<file path="config.mk">
export PLATFORM = sky130hd
export DESIGN_NAME = lc3b_mem_arbiter_flat
export DESIGN_NICKNAME = d
export VERILOG_FILES = /design/src/rtl/lc3b_mem_arbiter_pkg.sv /design/src/rtl/lc3b_mem_arbiter_if.sv /design/src/rtl/lc3b_mem_arbiter_rr_picker.sv /design/src/rtl/lc3b_mem_arbiter.sv /design/src/flat_wrapper.sv
export SDC_FILE = /design/constraint.sdc
export NUM_CORES = 1
export LEC_CHECK = 0
export BUFFER_PORTS_ARGS = -buffer_cell sky130_fd_sc_hd__buf_2
export CORE_MARGIN = 4
export CORE_UTILIZATION = 38
export CTS_CLUSTER_SIZE = 10
export DETAILED_ROUTE_END_ITERATION = 12
export PLACE_DENSITY_LB_ADDON = 0.1
export SETUP_SLACK_MARGIN = 0.05
export SYNTH_ARGS = -nofsm -noshare
export SYNTH_HDL_FRONTEND = slang
export SYNTH_SLANG_ARGS = --single-unit
</file>
<file path="constraint.sdc">
create_clock -name clk -period 1.5 [get_ports clk]
set_input_delay 0.15 -clock clk [delete_from_list [all_inputs] [get_ports clk]]
set_output_delay 0.15 -clock clk [all_outputs]
set_load 0.03 [all_outputs]
</file>
<file path="src/rtl/lc3b_mem_arbiter_pkg.sv">
// Shared types and default widths for the LC-3b memory arbiter.
package lc3b_types;

  localparam int DEF_NUM_CH = 2;
  localparam int DEF_ADDR_W = 16;
  localparam int DEF_DATA_W = 16;

  typedef enum logic [1:0] {
    IDLE    = 2'd0,
    BUSY    = 2'd1,
    RELEASE = 2'd2
  } arb_state_t;

endpackage

</file>
<file path="src/rtl/lc3b_mem_arbiter_if.sv">
// Client-side and memory-side bus of the arbiter, bundled for port connection.
interface lc3b_mem_arbiter_if
  import lc3b_types::*;
#(
  parameter int NUM_CH = DEF_NUM_CH,
  parameter int ADDR_W = DEF_ADDR_W,
  parameter int DATA_W = DEF_DATA_W
);
  localparam int MASK_W = DATA_W / 8;

  // Handshake: a client holds ch_read/ch_write (level) with stable address,
  // data and mask until its ch_resp bit pulses for exactly one cycle; that
  // pulse is the only cycle in which ch_rdata is meaningful to the client.
  // Toward memory, mem_read/mem_write stay high until mem_resp pulses.
  logic [NUM_CH-1:0]             ch_read;
  logic [NUM_CH-1:0]             ch_write;
  logic [NUM_CH-1:0][MASK_W-1:0] ch_byte_enable;
  logic [NUM_CH-1:0][ADDR_W-1:0] ch_address;
  logic [NUM_CH-1:0][DATA_W-1:0] ch_wdata;
  logic [NUM_CH-1:0]             ch_resp;
  logic [DATA_W-1:0]             ch_rdata;

  logic                          mem_read;
  logic                          mem_write;
  logic [MASK_W-1:0]             mem_byte_enable;
  logic [ADDR_W-1:0]             mem_address;
  logic [DATA_W-1:0]             mem_wdata;
  logic                          mem_resp;
  logic [DATA_W-1:0]             mem_rdata;

  modport master (
    input  ch_read, ch_write, ch_byte_enable, ch_address, ch_wdata,
    input  mem_resp, mem_rdata,
    output ch_resp, ch_rdata,
    output mem_read, mem_write, mem_byte_enable, mem_address, mem_wdata
  );

  modport slave (
    output ch_read, ch_write, ch_byte_enable, ch_address, ch_wdata,
    output mem_resp, mem_rdata,
    input  ch_resp, ch_rdata,
    input  mem_read, mem_write, mem_byte_enable, mem_address, mem_wdata
  );

endinterface

</file>
<file path="src/rtl/lc3b_mem_arbiter_rr_picker.sv">
// Combinational round-robin picker: first set bit of req at or after ptr, wrapping.
module rr_picker #(
  parameter int N     = 2,
  parameter int PTR_W = 1
) (
  input  logic [N-1:0]     req,
  input  logic [PTR_W-1:0] ptr,
  output logic             valid,
  output logic [PTR_W-1:0] index
);

  logic [PTR_W-1:0] cand;

  // Walk from farthest to nearest so the closest requester to ptr wins last.
  always_comb begin
    valid = 1'b0;
    index = '0;
    cand  = '0;
    for (int i = N - 1; i >= 0; i--) begin
      cand = PTR_W'((32'(ptr) + 32'(i)) % N);
      if (req[cand]) begin
        valid = 1'b1;
        index = cand;
      end
    end
  end

endmodule

</file>
<file path="src/rtl/lc3b_mem_arbiter.sv">
// Round-robin arbiter sharing one physical memory port among NUM_CH clients.
module lc3b_mem_arbiter
  import lc3b_types::*;
#(
  parameter int NUM_CH = DEF_NUM_CH,
  parameter int ADDR_W = DEF_ADDR_W,
  parameter int DATA_W = DEF_DATA_W,
  localparam int MASK_W = DATA_W / 8,
  localparam int PTR_W  = $clog2(NUM_CH)
) (
  input  logic                clk,
  input  logic                rst_n,
  lc3b_mem_arbiter_if.master  bus,
  output arb_state_t          state_dbg,
  output logic [PTR_W-1:0]    rr_ptr_dbg,
  output logic [PTR_W-1:0]    grant_dbg
);

  arb_state_t        state, state_nxt;
  logic [PTR_W-1:0]  rr_ptr;
  logic [PTR_W-1:0]  grant_q;
  logic              op_write_q;
  logic [ADDR_W-1:0] addr_q;
  logic [DATA_W-1:0] wdata_q;
  logic [MASK_W-1:0] be_q;

  logic [NUM_CH-1:0] req;
  logic              pick_valid;
  logic [PTR_W-1:0]  pick_idx;

  assign req = bus.ch_read | bus.ch_write;

  rr_picker #(
    .N     (NUM_CH),
    .PTR_W (PTR_W)
  ) u_picker (
    .req   (req),
    .ptr   (rr_ptr),
    .valid (pick_valid),
    .index (pick_idx)
  );

  always_comb begin
    state_nxt   = state;
    bus.ch_resp = '0;
    case (state)
      IDLE:    if (pick_valid) state_nxt = BUSY;
      BUSY: begin
        if (bus.mem_resp) begin
          bus.ch_resp[grant_q] = 1'b1;
          state_nxt            = RELEASE;
        end
      end
      RELEASE: state_nxt = IDLE;
      default: state_nxt = IDLE;
    endcase
  end

  // Write wins when a client raises read and write together.
  always_ff @(posedge clk) begin
    if (!rst_n) begin
      state      <= IDLE;
      rr_ptr     <= '0;
      grant_q    <= '0;
      op_write_q <= 1'b0;
      addr_q     <= '0;
      wdata_q    <= '0;
      be_q       <= '0;
    end else begin
      state <= state_nxt;
      if (state == IDLE && pick_valid) begin
        grant_q    <= pick_idx;
        op_write_q <= bus.ch_write[pick_idx];
        addr_q     <= bus.ch_address[pick_idx];
        wdata_q    <= bus.ch_wdata[pick_idx];
        be_q       <= bus.ch_byte_enable[pick_idx];
      end
      if (state == BUSY && bus.mem_resp) begin
        rr_ptr <= (grant_q == PTR_W'(NUM_CH - 1)) ? '0 : grant_q + 1'b1;
      end
    end
  end

  assign bus.mem_read        = (state == BUSY) && !op_write_q;
  assign bus.mem_write       = (state == BUSY) && op_write_q;
  assign bus.mem_address     = addr_q;
  assign bus.mem_wdata       = wdata_q;
  assign bus.mem_byte_enable = be_q;
  assign bus.ch_rdata        = bus.mem_rdata;

  assign state_dbg  = state;
  assign rr_ptr_dbg = rr_ptr;
  assign grant_dbg  = grant_q;

endmodule

</file>
<file path="src/flat_wrapper.sv">
// flat-port wrapper written by rule: the top's interface ports become plain ports
module lc3b_mem_arbiter_flat import lc3b_types::*;
#(
  parameter int NUM_CH = DEF_NUM_CH,
  parameter int ADDR_W = DEF_ADDR_W,
  parameter int DATA_W = DEF_DATA_W,
  localparam int MASK_W = DATA_W / 8,
  localparam int PTR_W  = $clog2(NUM_CH)
)
  (clk, rst_n, state_dbg, rr_ptr_dbg, grant_dbg, bus_ch_read, bus_ch_write, bus_ch_byte_enable, bus_ch_address, bus_ch_wdata, bus_mem_resp, bus_mem_rdata, bus_ch_resp, bus_ch_rdata, bus_mem_read, bus_mem_write, bus_mem_byte_enable, bus_mem_address, bus_mem_wdata);
  lc3b_mem_arbiter_if #(.NUM_CH(NUM_CH), .ADDR_W(ADDR_W), .DATA_W(DATA_W)) bus_i ();
  input  logic clk;
  input  logic rst_n;
  output arb_state_t state_dbg;
  output logic [PTR_W-1:0] rr_ptr_dbg;
  output logic [PTR_W-1:0] grant_dbg;
  input wire logic [$bits(bus_i.ch_read)-1:0] bus_ch_read;
  input wire logic [$bits(bus_i.ch_write)-1:0] bus_ch_write;
  input wire logic [$bits(bus_i.ch_byte_enable)-1:0] bus_ch_byte_enable;
  input wire logic [$bits(bus_i.ch_address)-1:0] bus_ch_address;
  input wire logic [$bits(bus_i.ch_wdata)-1:0] bus_ch_wdata;
  input wire logic [$bits(bus_i.mem_resp)-1:0] bus_mem_resp;
  input wire logic [$bits(bus_i.mem_rdata)-1:0] bus_mem_rdata;
  output wire logic [$bits(bus_i.ch_resp)-1:0] bus_ch_resp;
  output wire logic [$bits(bus_i.ch_rdata)-1:0] bus_ch_rdata;
  output wire logic [$bits(bus_i.mem_read)-1:0] bus_mem_read;
  output wire logic [$bits(bus_i.mem_write)-1:0] bus_mem_write;
  output wire logic [$bits(bus_i.mem_byte_enable)-1:0] bus_mem_byte_enable;
  output wire logic [$bits(bus_i.mem_address)-1:0] bus_mem_address;
  output wire logic [$bits(bus_i.mem_wdata)-1:0] bus_mem_wdata;
  assign bus_i.ch_read = bus_ch_read;
  assign bus_i.ch_write = bus_ch_write;
  assign bus_i.ch_byte_enable = bus_ch_byte_enable;
  assign bus_i.ch_address = bus_ch_address;
  assign bus_i.ch_wdata = bus_ch_wdata;
  assign bus_i.mem_resp = bus_mem_resp;
  assign bus_i.mem_rdata = bus_mem_rdata;
  assign bus_ch_resp = bus_i.ch_resp;
  assign bus_ch_rdata = bus_i.ch_rdata;
  assign bus_mem_read = bus_i.mem_read;
  assign bus_mem_write = bus_i.mem_write;
  assign bus_mem_byte_enable = bus_i.mem_byte_enable;
  assign bus_mem_address = bus_i.mem_address;
  assign bus_mem_wdata = bus_i.mem_wdata;
  lc3b_mem_arbiter #(.NUM_CH(NUM_CH), .ADDR_W(ADDR_W), .DATA_W(DATA_W)) u_core (.clk(clk), .rst_n(rst_n), .bus(bus_i), .state_dbg(state_dbg), .rr_ptr_dbg(rr_ptr_dbg), .grant_dbg(grant_dbg));
endmodule
</file>
[Word level (Yosys, flattened, before mapping)]
Index checks and enable logic that the tools add are counted.
Word-level totals
  bits in registers: 39
Operators by class
  add/subtract/negate cells: 2
  order comparisons: 5
  equal/unequal tests: 3
  muxes and demuxes: 24
  bitwise operators: 1
  reduce and logical (&&, ||, !) cells: 8
Operators with widths (count)
  $mux W16: 4
  $mux W1: 12
  $mux W2: 6
  $lt A1 B2 Y1 const B: 4
  $logic_and A1 B1 Y1: 5
  $pmux W2 S2: 1
  $add A1 B1 Y1 const B: 2
  $eq A2 B1 Y1 const B: 1
  $logic_not A2 Y1: 1
  $ne A2 B1 Y1 const B: 1
  $ne A2 B2 Y1 const B: 1
  $or A2 B2 Y2: 1
  $reduce_and A2 Y1: 1
  $demux W1 S1: 1
  $ge A1 B1 Y1 const B: 1
  $logic_not A1 Y1: 1

[Longest topological paths before layout]
Gate-level depths: netlist of run 1.
  word-level depth: 7
  depth in mapped cells: 5

[Hierarchy]
Synthesis of run 1 repeated with hierarchy kept, for this count alone.
Second synthesis, totals
  cell total of the unflattened synthesis: 200
  area, all modules: 1869.3 sq um
By module, submodules not included
  lc3b_mem_arbiter: instances 1, cells each 197, area an instance 1851.8 sq um, sequential area each 780.7 sq um
  rr_picker: instances 1, cells each 3, area an instance 17.5 sq um, sequential area each 0.0 sq um

[Least setup slack after synthesis of run 1]
Ideal clock, no wire load.
  path kind: register -> register
  from: register u_core.state[0], in the netlist u_core.state_dbg[0]
  to: register u_core.addr_q[10], in the netlist u_core.bus.mem_address[10]
  setup time: 0.119 ns
  arrival: 1.456 ns
  slack: -0.074 ns
  stages on the path, launching flop included: 6
  buffers on the path: 2
  period minus slack after synthesis: 1.574 ns
  cell sequence: dfxtp_1 or2_4 buf_6 buf_8 a311o_1 o221a_1
Between the ends
  longest elaborated chain between the ends: 2
Ends and longest elaborated chain
  start, declared: line lc3b_mem_arbiter.sv:19  | arb_state_t state, state_nxt;
  start signal, assigned: line lc3b_mem_arbiter.sv:70  | state <= state_nxt;
  $logic_not A2 Y1: line lc3b_mem_arbiter.sv:71  | if (state == IDLE && pick_valid) begin
  $logic_and A1 B1 Y1: line lc3b_mem_arbiter.sv:71
  end signal, assigned: line lc3b_mem_arbiter.sv:74  | addr_q <= bus.ch_address[pick_idx];
  end, declared: line lc3b_mem_arbiter.sv:23  | logic [ADDR_W-1:0] addr_q;
Every way passes these cells.
A chain may end at the register's enable or synchronous reset.

[Worst setup path in the final report of run 1]
  from: register u_core.state[1], in the netlist u_core.state_dbg[1]
  to: output bus_mem_read
Between the ends
  longest elaborated chain between the ends: 2
Ends and longest elaborated chain
  $eq A2 B1 Y1: line lc3b_mem_arbiter.sv:84  | assign bus.mem_read = (state == BUSY) && !op_write_q;
  $logic_and A1 B1 Y1: line lc3b_mem_arbiter.sv:84
  end, declared: line flat_wrapper.sv:26  | output wire logic [$bits(bus_i.mem_read)-1:0] bus_mem_read;
Every way passes these cells.

==> flow_summary_export.csv, run 1 <==
group,metric,value,unit
status,outcome,"complete, no violations",
floorplan,die_w,84.77,µm
worst_setup_path,crit_required,1350,ps
timing,fin_crit,1411,ps
clock_network,clockBufferDepth,2,
route,drtIter0Drc,132,
cells_and_area,mostFrequentLayoutCells,"buf_2, dfxtp_1, a311o_1, o221a_1, a21boi_0",
cells_and_area,final_common_cell,"buf_2",
timing,rsz0062_at_grt,"yes",
synth,yosysTopAreaCell,"dfxtp_1",
grt,grt_overflow,0,
cells_and_area,layout-drive-gt1-share,47.52,%
timing,hold_viol,0,
cells_and_area,fillers,539,
cells_and_area,multi_input_area,1186,µm²
grt,antenna_found_initial,1,
timing,min_period_over_period,94.04,%
route,wl_per_cell,18.19,µm
grt,grt_usage,18.49,%
clock_network,cts_tree,"built",
min_path,holdPathStages,2,
clock_network,cts_hold_buf,0,
floorplan,die_area,7186,µm²
min_path,hp-class,"in2reg",
floorplan,die_h,84.77,µm
route,antenna_left,0,
power_and_ir_drop,ir_drop,0.3686,mV
worst_setup_path,critical_path_class,"reg2out",
floorplan,ioPinCount,149,
route,viasPerCell,5.896,
power_and_ir_drop,p_leak,1.296,nW
synth,synthCells,212,
place,dpl_worst_slack,-0.8650,ps
route,dr.pass1.iters,4,
worst_setup_path,r2r_cells,4,
timing,max_slew.worst_pin.slew,470.9,ps
timing,maxSlewViolCount,0,
synth,synth_top_area_share,34.86,%
timing,fmax,708.9,MHz
synth,synth_area_leaders,"dfxtp_1, o221a_1, a311o_1",
timing,slew_headroom,68.37,%
clock_network,numCtsBuffers,5,
place,place_inst,365,
place,gp_congestion,0.7256,
synth,yosysWarnings,0,
clock_network,htree_num_levels,2,
power_and_ir_drop,p_per_area,1042,nW/µm²
clock_network,clock_sink_count,39,
synth,netlist_area,2240,µm²
clock_network,clkLatencyLatePin,280,ps
place,dp_hpwl,4.497,mm
route,postRouteWirelength,6.838,mm
floorplan,coreArea,5608,µm²
timing,clock_skew,4.325,ps
synth,yosysSeqAreaShare,34.86,%
synth,synth_seq_cells,39,
cells_and_area,nNetsFinal,394,
route,dr_total_vias,2217,
worst_setup_path,r2r_slack,100,ps
clock_network,clk_pin_slew,70,ps
cells_and_area,fin_cells,376,
synth,synth.avg_cell_area,10.56,µm²
route,drcViolationCount,0,
cells_and_area,seq_area,789.5,µm²
worst_setup_path,cp.arrival,1260,ps
synth,synth_fp_nets,303,
clock_network,cts_root_buffer,"clkbuf_8",
synth,yosysUniqueCellTypes,25,
worst_setup_path,start_kind,"flip-flop",
grt,grt_pass1_wl,10.92,mm
cells_and_area,area_growth,29.89,%
worst_setup_path,worstPathMaxFanout,4,
worst_setup_path,end_kind,"output port",
grt,grt_pass1_vias,2178,
grt,grt_max_degree,46,
floorplan,rows,27,
timing,report.final.setup_viol,0,
power_and_ir_drop,fin_total_pwr,3.031,mW
flow_run,maxCapViolCount,0,
place,port_buffers,116,
timing,layout_setup_ws,89.34,ps
floorplan,initial_core_util,39.94,%
cells by family after synthesis:
kind of cell    synth area share (%)
simple gates                   5.195
compound gates                 46.54
buf+inv                        13.41
flops                          34.86
where the power goes:
part	leakage, nW	switching, mW	internal, mW
combinational	0.932	0.642	0.482
sequential	0.326	0.0756	1.16
clock	0.0383	0.347	0.321
total	1.30	1.06	1.97
worst paths after layout:
| kind | startpoint | to |
|---|---|---|
| max | u_core.state_dbg[1] | bus_mem_read |
| min reg2reg | u_core.bus.mem_address[0] | u_core.bus.mem_address[0] |
| max reg2reg | u_core.rr_ptr_dbg | u_core.bus.mem_address[11] |
| min | bus_mem_resp | u_core.state_dbg[1] |
registers in the layout, indices dropped and copies added (netlist names):
signal,flops
u_core.grant_dbg,1
u_core.bus.mem_byte_enable,2
u_core.bus.mem_wdata,16
u_core.rr_ptr_dbg,1
u_core.state_dbg,2
u_core.op_write_q,1
u_core.bus.mem_address,16
Yosys cell counts:
cell type  count
o21ai_1        1
a21boi_0      28
buf_4         20
buf_8          1
nand3b_1       2
nor2_4         1
buf_6          5
and2_1         3
o21a_1         2
or2b_1         1
clkbuf_1      17
nor2b_1        1
a21boi_1       8
o21bai_2       1
dfxtp_1       39
or2_4          1
a311o_1       34
and3_1         2
buf_2          3
or2_1          2
o221a_1       34
o21bai_1       1
o311a_1        1
nor4_2         1
nor2_1         3
per-stage QoR:
stage          hold WS (ps)  setup TNS (ps)  area, µm²  util [%]
6_report              159.2               0       2909     51.87
5_1_grt               147.8               0       2909     51.87
4_1_cts               148.8               0       2878     51.32
3_5_place_dp          300.2         -0.8650       2793     49.80
3_3_place_gp          300.2               0       2793     49.80
2_1_floorplan         295.1               0       2256         -
layer usage:
metal	GRT usage (%)	wire [µm]
met3	5.790	625
met4	7.050	154
met1	24.14	3014
met2	28.47	3043
met5	0	0
final cells by class:
type | instances | area share (%)
clock buffer | 7 | 2.624
tap | 72 | 3.097
multi-input combinational | 128 | 40.77
sequential | 39 | 27.14
antenna | 1 | 0.08602
timing repair buffer | 129 | 26.28
repair_timing:
item / CTS / global route
cloned: 1 / 0
pin swaps: 0 / 1
setup endpoints to repair: 2 / 5
setup buffers: 0 / 2
gates resized for setup: 1 / 7
critical path, cell delays in order, from the launching register on:
cell     delay [ps]
dfxtp_4         360
buf_6           120
or2b_1          230
nor2_1          120
buf_4           170
No activity file was read; power rests on OpenSTA's default activity.
==> run 2: changes to the inputs <==
--- a/config.mk
+++ b/config.mk
@@ -5,9 +5,11 @@
 export SDC_FILE = /design/constraint.sdc
 export NUM_CORES = 1
 export LEC_CHECK = 0
+export ABC_AREA = 1
 export BUFFER_PORTS_ARGS = -buffer_cell sky130_fd_sc_hd__buf_2
 export CORE_MARGIN = 4
-export CORE_UTILIZATION = 38
+export CORE_UTILIZATION = 39
+export CTS_BUF_LIST = sky130_fd_sc_hd__clkbuf_4 sky130_fd_sc_hd__clkbuf_8
 export CTS_CLUSTER_SIZE = 10
 export DETAILED_ROUTE_END_ITERATION = 12
 export PLACE_DENSITY_LB_ADDON = 0.1
==> run 2 against run 1 <==
Compared with the run above: clock skew is 6.0 ps higher; global-route usage fell by 1.8 points; non-clock buffer count is 5 lower; sequential power hardly changed; critical path type unchanged; highest routed layer unchanged.
==> flow_summary_export.csv, run 2 <==
group,metric,value,unit
status,outcome,"complete, no violations",
clock_network,cts_tree,"built",
synth,synthCells,350,
place,port_buffers,116,
synth,synth_seq_cells,39,
floorplan,coreArea,5608,µm²
grt,grt_usage,16.71,%
clock_network,numCtsBuffers,5,
route,viasPerCell,4.550,
clock_network,cts_setup_buffers,0,
synth,synth_area_leaders,"dfxtp_1, nand3_1, inv_1",
cells_and_area,nNetsFinal,536,
grt,grt_overflow,0,
power_and_ir_drop,p_per_area,1057,nW/µm²
clock_network,clockBufferDepth,2,
route,dr.pass1.iters,4,
worst_setup_path,crit_required,1350,ps
worst_setup_path,critical_path_class,"reg2out",
timing,tns,0,ps
timing,whs,92.06,ps
route,dr_total_vias,2357,
cells_and_area,final_common_cell,"buf_2",
synth,synth_fp_nets,441,
clock_network,clock_sink_count,39,
grt,grt_pass1_vias,2194,
route,drcViolationCount,0,
synth,synth_edf_count,0,
worst_setup_path,end_kind,"output port",
cells_and_area,layout-drive-gt1-share,33.63,%
power_and_ir_drop,p_leak,1.706,nW
floorplan,die_h,84.69,µm
synth,yosysWarnings,0,
synth,synth_top_area_share,34.04,%
timing,maxSlewViolCount,0,
synth,synth.avg_cell_area,6.553,µm²
cells_and_area,fillers,620,
timing,clock_skew,10.33,ps
clock_network,clkLatencyLatePin,290,ps
place,gp_congestion,0.7294,
synth,async_flop_share,0,%
clock_network,clk_pin_slew,80,ps
synth,yosysUniqueCellTypes,18,
cells_and_area,multi_input_area,950.9,µm²
cells_and_area,n_antenna_cell,0,
timing,min_period_over_period,90.36,%
min_path,hp-class,"in2reg",
route,antenna_left,0,
cells_and_area,seq_area,780.7,µm²
grt,grt_max_degree,38,
cells_and_area,area_growth,24.55,%
grt,antenna_found_initial,0,
timing,rsz0062_at_grt,"yes",
worst_setup_path,r2r_slack,280,ps
floorplan,die_area,7172,µm²
synth,synth_flop_cell,"dfxtp_1",
route,wl_per_cell,11.74,µm
synth,synthTopCellsByCount,"inv_1, nand2_1, nand3_1",
timing,fin_crit,1355,ps
place,dp_hpwl,4.458,mm
floorplan,die_w,84.69,µm
grt,grt_pass1_wl,9.873,mm
floorplan,rows,27,
worst_setup_path,start_kind,"flip-flop",
synth,netlist_area,2293,µm²
timing,hold_viol,0,
floorplan,initial_core_util,40.90,%
synth,yosysSeqAreaShare,34.04,%
power_and_ir_drop,ir_drop,0.6113,mV
floorplan,ioPinCount,149,
clock_network,htree_num_levels,2,
cells_and_area,mostFrequentLayoutCells,"buf_2, inv_1, nand2_1, nand3_1, dfxtp_1",
timing,report.final.setup_viol,0,
timing,slew_headroom,75.78,%
route,drtIter0Drc,90,
clock_network,cts_root_buffer,"clkbuf_8",
synth,yosysTopAreaCell,"dfxtp_1",
route,postRouteWirelength,6.082,mm
timing,fmax,737.8,MHz
worst_setup_path,worstPathMaxFanout,4,
worst_setup_path,cp.arrival,1210,ps
timing,max_slew.worst_pin.slew,363.0,ps
flow_run,maxCapViolCount,0,
## run 2: cell types whose count changed after synthesis, sizes merged, moves of 3 or more
| cell | change |
|---|---|
| nand2 | +77 |
| inv | +76 |
| nand3 | +69 |
| a21boi | -36 |
| a21oi | +36 |
| a311o | -34 |
| o221a | -34 |
| clkbuf | -16 |
| nor2 | +11 |
| buf | +6 |
| and2 | -3 |
| or2 | -3 |
## run 2: timing repair
action / CTS / global route
hold buffers: 0 / 0
gates resized for setup: 0 / 6
setup endpoints to repair: 0 / 3
## run 2: path summary, 6_finish.rpt
path	startpoint	end	cells after the start
setup reg to reg	u_core.rr_ptr_dbg	u_core.bus.mem_wdata[12]	7
hold reg to reg	u_core.bus.mem_address[15]	u_core.bus.mem_address[15]	4
hold / removal	rst_n	u_core.op_write_q	3
setup / recovery	u_core.state_dbg[0]	bus_ch_resp[1]	5
## run 2: area by class of cell
class                           instances  share of cell area, %
Timing Repair Buffer                  124                  23.13
Tap cell                               72                  3.154
Sequential cell                        39                  27.33
Inverter                               76                  9.987
Clock inverter                          3                 0.7008
Clock buffer                            5                  2.409
Multi-Input combinational cell        199                  33.29
## run 2: report_power, final
| group | leakage [nW] | total, mW | internal (mW) | switching [mW] |
|---|---|---|---|---|
| sequential | 0.324 | 1.23 | 1.16 | 0.0636 |
| clock | 0.0402 | 0.710 | 0.324 | 0.386 |
| combinational | 1.34 | 1.08 | 0.369 | 0.715 |
## run 2: logic make-up (layout without fill, tap and decap cells)
family / Yosys count / in the layout / synth area share, %
buffers and inverters: 112 / 208 / 24.60
AND/OR/NAND/NOR: 161 / 161 / 30.66
AO/OA/AOI/OAI: 38 / 38 / 10.69
flip-flops: 39 / 39 / 34.04
## run 2: layer usage
layer	wire length, µm	vias up	track usage (%)
li1	-	1239	-
met5	0	-	0
met2	2839	87	27.83
met3	608	8	6.183
met1	2566	1023	20.04
met4	68	0	5.036
## run 2: stage by stage
| step | cells | setup WS (ps) | area (µm²) | util, % | total power [mW] |
|---|---|---|---|---|---|
| after floorplan | 350 | 75.65 | 2293 | - | 2.122 |
| after global placement | 510 | 307.7 | 2758 | 49.17 | 2.332 |
| after detailed placement | 510 | 286.6 | 2758 | 49.17 | 2.343 |
| after CTS | 518 | 87.73 | 2846 | 50.76 | 3.071 |
| after global routing | 518 | 10.03 | 2856 | 50.94 | 3.236 |
| final | 518 | 144.6 | 2856 | 50.94 | 3.020 |
## run 2: worst max-delay path, stage by stage (launching register included)
cell     delay [ps]
dfxtp_1         350
inv_1            50
nor2_1          110
inv_1           120
nor2_2          120
buf_4           170
==> run 3: changes to the inputs <==
--- a/config.mk
+++ b/config.mk
@@ -12,6 +12,7 @@
 export CTS_BUF_LIST = sky130_fd_sc_hd__clkbuf_4 sky130_fd_sc_hd__clkbuf_8
 export CTS_CLUSTER_SIZE = 10
 export DETAILED_ROUTE_END_ITERATION = 12
+export HOLD_SLACK_MARGIN = 0.05
 export PLACE_DENSITY_LB_ADDON = 0.1
 export SETUP_SLACK_MARGIN = 0.05
 export SYNTH_ARGS = -nofsm -noshare
==> constraint.sdc (replaced) <==
create_clock -name clk -period 1.5 [get_ports clk]
set_input_delay 0.15 -clock clk [delete_from_list [all_inputs] [get_ports clk]]
set_output_delay 0.15 -clock clk [all_outputs]
set_load 0.005 [all_outputs]
==> run 3 against run 2 <==
Compared with the run above: critical path type unchanged; cell count unchanged; die area unchanged; non-clock buffer count unchanged; largest cell class unchanged.
==> flow_summary_export.csv, run 3 (synthesis results as in run 2) <==
group,metric,value,unit
status,outcome,"complete, no violations",
route,wl_per_cell,11.70,µm
place,place_inst,510,
worst_setup_path,cp.arrival,1170,ps
cells_and_area,fillers,618,
timing,fin_crit,1319,ps
floorplan,rows,27,
route,postRouteWirelength,6.061,mm
timing,hold_viol,0,
cells_and_area,area_growth,24.11,%
worst_setup_path,crit_chain,"inv_1, nor2_1, inv_1, nor2_1, buf_2",
timing,maxSlewViolCount,0,
timing,rsz0062_at_grt,"no",
worst_setup_path,cpPeakStageDelay,350,ps
route,viasPerCell,4.554,
timing,report.final.setup_viol,0,
power_and_ir_drop,ir_drop,0.5812,mV
route,dr_total_vias,2359,
grt,grt_pass1_vias,2194,
clock_network,cts_tree,"built",
worst_setup_path,critical_path_class,"reg2out",
power_and_ir_drop,p_per_area,973.4,nW/µm²
floorplan,initial_core_util,40.90,%
clock_network,cts_resized,0,
worst_setup_path,worstPathMaxFanout,4,
grt,grt_max_degree,38,
clock_network,clockBufferDepth,2,
grt,grt_pass1_wl,9.873,mm
timing,tns,0,ps
cells_and_area,layout-drive-gt1-share,33.41,%
grt,antenna_found_initial,0,
place,dp_hpwl,4.458,mm
route,drcViolationCount,0,
flow_run,maxCapViolCount,0,
grt,grt_overflow,0,
floorplan,die_h,84.69,µm
timing,whs,87.04,ps
cells_and_area,mostFrequentLayoutCells,"buf_2, inv_1, nand2_1, nand3_1, dfxtp_1",
min_path,hp-class,"in2reg",
timing,fmax,758.1,MHz
route,dr.pass1.iters,4,
clock_network,clock_sink_count,39,
clock_network,htree_num_levels,2,
cells_and_area,fin_cells,518,
clock_network,cts_setup_buffers,0,
timing,max_slew.worst_pin.slew,362.9,ps
place,port_buffers,116,
cells_and_area,final_common_cell,"buf_2",
timing,clock_skew,10.42,ps
cells_and_area,n_antenna_cell,0,
route,drtIter0Drc,103,
worst_setup_path,r2r_slack,280,ps
worst_setup_path,start_kind,"flip-flop",
clock_network,cts_root_buffer,"clkbuf_8",
floorplan,die_area,7172,µm²
cells_and_area,fin_util,50.76,%
floorplan,coreArea,5608,µm²
timing,slew_headroom,75.78,%
power_and_ir_drop,p_leak,1.707,nW
cells_and_area,nNetsFinal,536,
worst_setup_path,end_kind,"output port",
floorplan,ioPinCount,149,
grt,grt_usage,16.71,%
route,antenna_left,0,
worst_setup_path,crit_slowest_cell,"dfxtp_1",
worst_setup_path,crit_required,1350,ps
floorplan,die_w,84.69,µm
clock_network,cts_hold_buf,0,
clock_network,clk_pin_slew,80,ps
clock_network,numCtsBuffers,5,
timing,min_period_over_period,87.93,%
place,gp_congestion,0.7294,
clock_network,clkLatencyLatePin,290,ps
[run 3: per-layer routing]
| metal | GRT usage (%) | wire length [µm] | vias up |
|---|---|---|---|
| met5 | 0 | 0 | - |
| met4 | 5.036 | 77 | 0 |
| met3 | 6.183 | 602 | 10 |
| met2 | 27.83 | 2807 | 93 |
| met1 | 20.04 | 2574 | 1016 |
| li1 | - | - | 1240 |
[run 3: worst max-delay path, delay by kind of cell (launching register included)]
kind	cells	cell delay, ps
simple gates	2	240
buf+inv	3	300
flops	1	350
[run 3: area by class of cell]
type / instances / area (µm²) / share of cell area, %
clock buffer: 5 / 68.82 / 2.418
sequential: 39 / 780.7 / 27.43
inverter: 76 / 285.3 / 10.02
timing repair buffer: 124 / 653.1 / 22.95
tap: 72 / 90.09 / 3.165
multi-input combinational: 199 / 948.4 / 33.32
clock inverter: 3 / 20.02 / 0.7033
[run 3: stage by stage]
stage               power, mW  area, µm²  worst slack (ps)
finish                  2.771       2846             181.0
detailed placement      2.093       2758             286.6
global placement        2.082       2758             307.7
global route            2.982       2846             63.47
CTS                     2.822       2846             172.0
floorplan               1.830       2293             402.0
[run 3: worst paths after layout]
check	start	end	depth (start not counted)
setup / recovery	u_core.state_dbg[0]	bus_ch_resp[1]	5
hold / removal	rst_n	u_core.op_write_q	3
setup reg to reg	u_core.rr_ptr_dbg	u_core.bus.mem_wdata[12]	7
hold reg to reg	u_core.bus.mem_address[15]	u_core.bus.mem_address[15]	4
[run 3: power by group]
part,internal (mW),total (mW),switching (mW)
Sequential,1.16,1.23,0.0633
Combinational,0.362,0.830,0.468
Clock,0.324,0.714,0.391
Total,1.85,2.77,0.922
